<file path="src/rtl/axi_router_pkg.sv">
// rtl/axi_router_pkg.sv - shared constants and types for the AXI3 master/slave router
package axi_router_pkg;

  localparam int ID_W_DEF   = 4;
  localparam int DATA_W_DEF = 32;

  localparam logic PORT_M1 = 1'b0;
  localparam logic PORT_M2 = 1'b1;

  localparam logic [1:0] RESP_OKAY   = 2'b00;
  localparam logic [1:0] RESP_EXOKAY = 2'b01;
  localparam logic [1:0] RESP_SLVERR = 2'b10;
  localparam logic [1:0] RESP_DECERR = 2'b11;

  typedef enum logic {
    R_IDLE  = 1'b0,
    R_BURST = 1'b1
  } r_state_e;

endpackage

</file>
<file path="src/rtl/resp_slot.sv">
// rtl/resp_slot.sv - one-entry registered valid/ready slot with generic payload
module resp_slot #(
  parameter int W = 8
) (
  input  logic         clk_i,
  input  logic         rst_i,
  input  logic [W-1:0] in_data_i,
  input  logic         in_valid_i,
  input  logic         in_gate_i,
  output logic         in_ready_o,
  output logic [W-1:0] out_data_o,
  output logic         full_o,
  input  logic         out_ready_i
);

  logic         full_q, full_d;
  logic [W-1:0] data_q, data_d;
  logic         pop;
  logic         accept;

  assign pop        = full_q & out_ready_i;
  assign in_ready_o = (!full_q | pop) & in_gate_i;
  assign accept     = in_valid_i & in_ready_o;
  assign out_data_o = data_q;
  assign full_o     = full_q;

  // A pop and an accept in the same cycle reload the slot and keep it full.
  always_comb begin
    full_d = full_q;
    data_d = data_q;
    if (accept) begin
      full_d = 1'b1;
      data_d = in_data_i;
    end else if (pop) begin
      full_d = 1'b0;
    end
  end

  always_ff @(posedge clk_i or posedge rst_i) begin
    if (rst_i) begin
      full_q <= 1'b0;
      data_q <= '0;
    end else begin
      full_q <= full_d;
      data_q <= data_d;
    end
  end

endmodule

</file>
<file path="src/rtl/resp_rdata_demux_1to2.sv">
// rtl/resp_rdata_demux_1to2.sv - routes B and R from one slave port back to two masters
module resp_rdata_demux_1to2
  import axi_router_pkg::*;
#(
  parameter int DATA_W = DATA_W_DEF,
  parameter int ID_W   = ID_W_DEF
) (
  input  logic              aclk,
  input  logic              areset,
  input  logic [ID_W:0]     bid_s,
  input  logic [1:0]        bresp_s,
  input  logic              bvalid_s,
  output logic              bready_s,
  input  logic [ID_W:0]     rid_s,
  input  logic [DATA_W-1:0] rdata_s,
  input  logic [1:0]        rresp_s,
  input  logic              rlast_s,
  input  logic              rvalid_s,
  output logic              rready_s,
  output logic [ID_W-1:0]   bid_m1,
  output logic [ID_W-1:0]   bid_m2,
  output logic [1:0]        bresp_m1,
  output logic [1:0]        bresp_m2,
  output logic              bvalid_m1,
  output logic              bvalid_m2,
  input  logic              bready_m1,
  input  logic              bready_m2,
  output logic [ID_W-1:0]   rid_m1,
  output logic [ID_W-1:0]   rid_m2,
  output logic [DATA_W-1:0] rdata_m1,
  output logic [DATA_W-1:0] rdata_m2,
  output logic [1:0]        rresp_m1,
  output logic [1:0]        rresp_m2,
  output logic              rlast_m1,
  output logic              rlast_m2,
  output logic              rvalid_m1,
  output logic              rvalid_m2,
  input  logic              rready_m1,
  input  logic              rready_m2
);

  localparam int BW = ID_W + 3;
  localparam int RW = ID_W + DATA_W + 4;

  logic [BW-1:0] b_slot;
  logic          b_full;
  logic          b_port;
  logic          b_sel_ready;

  assign b_port      = b_slot[BW-1];
  assign b_sel_ready = (b_port == PORT_M2) ? bready_m2 : bready_m1;

  resp_slot #(.W(BW)) u_b_slot (
    .clk_i      (aclk),
    .rst_i      (areset),
    .in_data_i  ({bid_s, bresp_s}),
    .in_valid_i (bvalid_s),
    .in_gate_i  (1'b1),
    .in_ready_o (bready_s),
    .out_data_o (b_slot),
    .full_o     (b_full),
    .out_ready_i(b_sel_ready)
  );

  assign bvalid_m1 = b_full & (b_port == PORT_M1);
  assign bvalid_m2 = b_full & (b_port == PORT_M2);
  assign bid_m1    = b_slot[BW-2:2];
  assign bid_m2    = b_slot[BW-2:2];
  assign bresp_m1  = b_slot[1:0];
  assign bresp_m2  = b_slot[1:0];

  logic [RW-1:0] r_slot;
  logic          r_full;
  logic          r_port;
  logic          r_sel_ready;
  logic          lock_ok;
  logic          r_accept;
  r_state_e      r_state_q, r_state_d;
  logic          lock_port_q, lock_port_d;

  assign r_port      = r_slot[RW-1];
  assign r_sel_ready = (r_port == PORT_M2) ? rready_m2 : rready_m1;

  // Inside a burst only beats tagged for the locked master may enter the slot.
  assign lock_ok  = (r_state_q == R_IDLE) | (rid_s[ID_W] == lock_port_q);
  assign r_accept = rvalid_s & rready_s;

  resp_slot #(.W(RW)) u_r_slot (
    .clk_i      (aclk),
    .rst_i      (areset),
    .in_data_i  ({rid_s, rdata_s, rresp_s, rlast_s}),
    .in_valid_i (rvalid_s),
    .in_gate_i  (lock_ok),
    .in_ready_o (rready_s),
    .out_data_o (r_slot),
    .full_o     (r_full),
    .out_ready_i(r_sel_ready)
  );

  always_comb begin
    r_state_d   = r_state_q;
    lock_port_d = lock_port_q;
    case (r_state_q)
      R_IDLE: begin
        if (r_accept && !rlast_s) begin
          r_state_d   = R_BURST;
          lock_port_d = rid_s[ID_W];
        end
      end
      R_BURST: begin
        if (r_accept && rlast_s) r_state_d = R_IDLE;
      end
      default: r_state_d = R_IDLE;
    endcase
  end

  always_ff @(posedge aclk or posedge areset) begin
    if (areset) begin
      r_state_q   <= R_IDLE;
      lock_port_q <= 1'b0;
    end else begin
      r_state_q   <= r_state_d;
      lock_port_q <= lock_port_d;
    end
  end

  assign rvalid_m1 = r_full & (r_port == PORT_M1);
  assign rvalid_m2 = r_full & (r_port == PORT_M2);
  assign rid_m1    = r_slot[RW-2:DATA_W+3];
  assign rid_m2    = r_slot[RW-2:DATA_W+3];
  assign rdata_m1  = r_slot[DATA_W+2:3];
  assign rdata_m2  = r_slot[DATA_W+2:3];
  assign rresp_m1  = r_slot[2:1];
  assign rresp_m2  = r_slot[2:1];
  assign rlast_m1  = r_slot[0];
  assign rlast_m2  = r_slot[0];

endmodule

</file>
<file path="config.mk">
export PLATFORM = sky130hd
export DESIGN_NAME = resp_rdata_demux_1to2
export DESIGN_NICKNAME = d
export VERILOG_FILES = /design/src/rtl/axi_router_pkg.sv /design/src/rtl/resp_slot.sv /design/src/rtl/resp_rdata_demux_1to2.sv
export SDC_FILE = /design/constraint.sdc
export NUM_CORES = 1
export LEC_CHECK = 0
export CAP_MARGIN = 20
export CORE_UTILIZATION = 25
export CTS_BUF_LIST = sky130_fd_sc_hd__clkbuf_16
export DETAILED_ROUTE_END_ITERATION = 8
export HOLD_SLACK_MARGIN = 0.06
export SETUP_SLACK_MARGIN = 0.05
export SYNTH_ARGS = -nofsm -noshare
export SYNTH_HDL_FRONTEND = slang
export SYNTH_HIERARCHICAL = 1
export SYNTH_SLANG_ARGS = --single-unit
export TNS_END_PERCENT = 5
</file>
<file path="constraint.sdc">
create_clock -name aclk -period 4.7 [get_ports aclk]
set_input_delay 0.47 -clock aclk [delete_from_list [all_inputs] [get_ports aclk]]
set_output_delay 0.47 -clock aclk [all_outputs]
set_load 0.05 [all_outputs]
</file>
-- After elaboration in Yosys (flattened, before gate mapping)
Cells that the tools add are included.
- flip-flop bits (word level): 51
- latch bits: 0
- RAM bits: 0
- bits in read-only memories: 0
- input bits: 55
- logic and storage cells: 39
- memories: 0
- add/subtract/negate cells: 0
- multipliers: 0
- div/mod/pow operators: 0
- magnitude comparators: 0
- equal/unequal tests: 1
- shifts and indexed selects: 0
- multiplexer cells: 9
- bitwise operators: 15
- reduce and logical (&&, ||, !) cells: 8
- operators with widths (operator ; count):
    1-bit bitwise AND ; 9
    1-bit two-way mux ; 8
    2-bit nonzero test ; 2
    1-bit zero test ; 3
    1-bit inverter ; 3
    1-bit OR ; 3
    1-bit logical AND ; 2
    1-bit case mux with 2 select lines ; 1
    2-bit AND reduction ; 1
    1-bit == test ; 1

-- Longest topological paths before layout
- depth in word-level cells: 8
- gate-level depth with buffers: 6
- depth with buffers taken out: 5

-- Hierarchy
Netlist, hierarchy kept.
- by module, submodules not included (module ; times used ; cells each ; area an instance (um^2) ; sequential area each (um^2)):
    resp_slot at u_r_slot ; 1 ; 91 ; 1599.0 ; 1026.0
    resp_rdata_demux_1to2 ; 1 ; 61 ; 494.2 ; 50.0
    resp_slot at u_b_slot ; 1 ; 22 ; 370.4 ; 200.2

-- Least setup slack after synthesis
OpenSTA, ideal clock, no wires.
- path kind: input to register
- start: input port rready_m2
- end: register lock_port_q
- library setup time: 125 ps
- data arrival time: 1671 ps
- data required time: 4575 ps
- slack: 2904 ps
- stages on the path: 5
- path buffers: 0
- cells stage by stage: mux2_2 -> nand2b_4 -> and2_2 -> and4bb_1 -> mux2_4
- word-level cells in the longest chain between the ends: 7
- ends and longest elaborated chain (what ; line ; RTL):
    start: declaration ; resp_rdata_demux_1to2.sv:39 ; input logic rready_m2
    1-bit two-way mux ; resp_rdata_demux_1to2.sv:82 ; assign r_sel_ready = (r_port == PORT_M2) ? rready_m2 : rready_m1;
    1-bit bitwise AND ; resp_slot.sv:21 ; assign pop = full_q & out_ready_i;
    1-bit OR ; resp_slot.sv:22 ; assign in_ready_o = (!full_q | pop) & in_gate_i;
    1-bit bitwise AND ; resp_slot.sv:22 ;
    named net rready_s ; resp_rdata_demux_1to2.sv:19 ; output logic rready_s,
    1-bit bitwise AND ; resp_rdata_demux_1to2.sv:86 ; assign r_accept = rvalid_s & rready_s;
    1-bit logical AND ; resp_rdata_demux_1to2.sv:105 ; if (r_accept && !rlast_s) begin
    2-bit AND reduction (no source line) ; -- ;
    end signal: assignment ; resp_rdata_demux_1to2.sv:123 ; lock_port_q <= lock_port_d;
    end: declaration ; resp_rdata_demux_1to2.sv:79 ; logic lock_port_q, lock_port_d;
The timed path passes the listed nets, and every way through them passes these cells.
A chain may end at the register's enable or synchronous reset.

-- Worst setup path after layout
- start: input port rready_m2
- end: output port rready_s
- word-level cells in the longest chain between the ends: 4
- ends and longest elaborated chain (what ; line ; RTL):
    1-bit two-way mux ; resp_rdata_demux_1to2.sv:82 ;
    named net r_sel_ready ; resp_rdata_demux_1to2.sv:75 ; logic r_sel_ready;
    1-bit bitwise AND ; resp_slot.sv:21 ;
    1-bit OR ; resp_slot.sv:22 ;
    1-bit bitwise AND ; resp_slot.sv:22 ;
    end: declaration ; resp_rdata_demux_1to2.sv:19 ;
The timed path passes the listed nets, and every way through them passes these cells.

==> results_dict.tcl <==
set metrics [dict create \
    worst_setup_path_end_kind "primary output" \
    drive_gt1_frac 0.2359 \
    die_x_um 101.3 \
    antenna_left 0 \
    setup_tns_ns 0 \
    area_growth_pct 59.47 \
    start_util 0.2629 \
    cap_viol_max_count 0 \
    critPathMaxFanout 4 \
    crit_end "rready_s" \
    clockBufferDepth 2 \
    r2r_start "u_r_slot/out_data_o[39]$_DFFE_PP0P_" \
    grt_pass1_wl_um 8052 \
    cts_buffers 5 \
    overflow 0 \
    hp-class "in2async" \
    finClkSkew_ns 0.005103 \
    cp.required_ns 4.23 \
    n_antenna_cell 0 \
    clkTransAtPathRegs_ns 0.07 \
    ctsHtreeMaxLevel 2 \
    synth_warnings 6 \
    r2r_end "u_r_slot/out_data_o[19]$_DFFE_PP0P_" \
    grt.total_usage 0.1005 \
    crit_start "rready_m2" \
    grt_max_degree 42 \
    synthCells 174 \
    reg2reg_slack_ns 2.79 \
    worst_ep_arrival_time_ns 2.20 \
    met2_usage 0.1722 \
    min_period_ns 2.672 \
    busiest_layer "met2" \
    post-dp-hpwl_um 3880 \
    synth-seq-area-share 0.5180 \
    io_buffers 150 \
    clk_latency_ns 0.28 \
    cp-start-kind "primary input" \
    whs_ns 0.4149 \
    routedWlPerCell_um 12.28 \
    placed_cells 405 \
    syn_avg_cell_area_sq_um 14.16 \
    route.detailed.drc 0 \
    final_util 0.4192 \
    final_cells 413 \
    cts_post_setup_buffers_inserted 0 \
    multi_input_comb_area_sq_um 765.7 \
    cts_tree "done" \
    fmax_ghz 0.3742 \
    core_sq_mm 0.009371 \
    post_drt_via_cell_ratio 3.947 \
    final_cell_mix "clkdlybuf4s50_1 (150), dfrtp_1 (51), mux2_2 (39)" \
    dr.pass1.iters 4 \
    synth_cell_types 20 \
    hold_buffers 0 \
    use_met1 0.1192 \
    seqCellArea_sq_mm 0.001276 \
    max-slew-margin-rel 0.4171 \
    grt_pass1_vias 1704 \
    final-hold-violation-count 0 \
    cts-resized-gates 0 \
    critical_path_class "in2out" \
    wirelength_um 5071 \
    reg2regPathDepth 5 \
    met3_usage 0.03382 \
    min_period_over_period 0.5686 \
    die-area_sq_mm 0.01026 \
    finalNetCount 338 \
    clkSinkCount 51 \
    outcome "complete, no violations" \
    vias 1630 \
    syn_area_sq_mm 0.002464 \
    gp_congestion 0.6248 \
    setup_viol_count_final 0 \
    final_common_cell "clkdlybuf4s50_1" \
    dieHeight_um 101.3 \
    slew_violations 0 \
    cts_root_buf "clkbuf_16" \
    rsz0062_at_grt "false" \
    antenna_found_initial 0 \
    rows 35 \
    worst_slew_pin_slew_ns 0.8730 \
    nFillCells 912 \
    drtIter0Drc 38 \
    ios 151 \
    synth-seq-cells 51 \
]
==> area by class of cell <==
cell class | instances | share of cell area
Timing Repair Buffer | 151 | 0.3873
Clock buffer | 5 | 0.03185
Clock inverter | 3 | 0.01720
Multi-Input combinational cell | 71 | 0.1949
Sequential cell | 51 | 0.3248
Inverter | 3 | 0.002866
Tap cell | 129 | 0.04108
==> synthesized netlist by cell type <==
cell type | number | share of area
buf_12 | 1 | 0.0081
a31oi_1 | 1 | 0.0025
buf_8 | 3 | 0.018
and4bb_1 | 1 | 0.0051
inv_1 | 3 | 0.0046
and2_2 | 2 | 0.0061
mux2_2 | 39 | 0.18
mux2_4 | 11 | 0.067
a21oi_1 | 1 | 0.0020
nand2b_4 | 2 | 0.011
nand2_4 | 1 | 0.0046
nand2_1 | 4 | 0.0061
buf_4 | 45 | 0.14
buf_6 | 1 | 0.0046
nor2b_1 | 2 | 0.0051
xor2_1 | 1 | 0.0036
nor2b_4 | 2 | 0.011
and2_1 | 2 | 0.0051
conb_1 | 1 | 0.0015
dfrtp_1 | 51 | 0.52
==> sequential cells by signal, indices dropped and copies added (netlist names), named ones only <==
name	flops
lock_port_q	1
u_b_slot/full_o	1
u_r_slot/out_data_o	40
u_r_slot/full_o	1
u_b_slot/out_data_o	7
==> logic make-up after synthesis <==
logic type | after synthesis | synth area share
buffers and inverters | 53 | 0.1727
DFF | 51 | 0.5180
muxes | 50 | 0.2453
and+or+nand+nor | 16 | 0.05434
AOI/OAI and AO/OA | 2 | 0.004571
xor gates and xnor gates | 1 | 0.003556
other | 1 | 0.001522
==> worst max-delay path, cell delays in order <==
cell and delay, ns:
clkdlybuf4s50_1 0.39, mux2_2 0.26, nand2b_4 0.14, and2_2 0.21, clkdlybuf4s50_1 0.72
==> how the worst min path moves through the flow <==
stage | start | end | slack, ns | cells past startpoint
floorplan | areset | asynchronous set/reset pin | 0.21 | 1
global placement | u_r_slot/out_data_o[16]$_DFFE_PP0P_ | u_r_slot/out_data_o[16]$_DFFE_PP0P_ | 0.51 | 1
detailed placement | u_r_slot/out_data_o[6]$_DFFE_PP0P_ | u_r_slot/out_data_o[6]$_DFFE_PP0P_ | 0.52 | 1
CTS | areset | asynchronous set/reset pin | 0.41 | 2
global route | areset | lock_port_q$_DFFE_PP0P_ | 0.43 | 2
finish | areset | asynchronous set/reset pin | 0.41 | 2
==> metal layers <==
metal | part of all wire | up-vias
li1 | - | 745
met1 | 0.41 | 786
met2 | 0.48 | 95
met3 | 0.098 | 4
met4 | 0.0079 | 0
met5 | 0 | -
==> per-stage QoR <==
stage	instance area (sq um)	setup slack, ns
finish	3929	2.028
CTS	3929	2.020
global route	3929	1.969
floorplan	2467	2.904
detailed placement	3736	2.025
global placement	3716	1.941
Power is left out: the tool's default activity adds up to more than one toggle a clock period on the data nets, which glitch-free logic cannot reach.
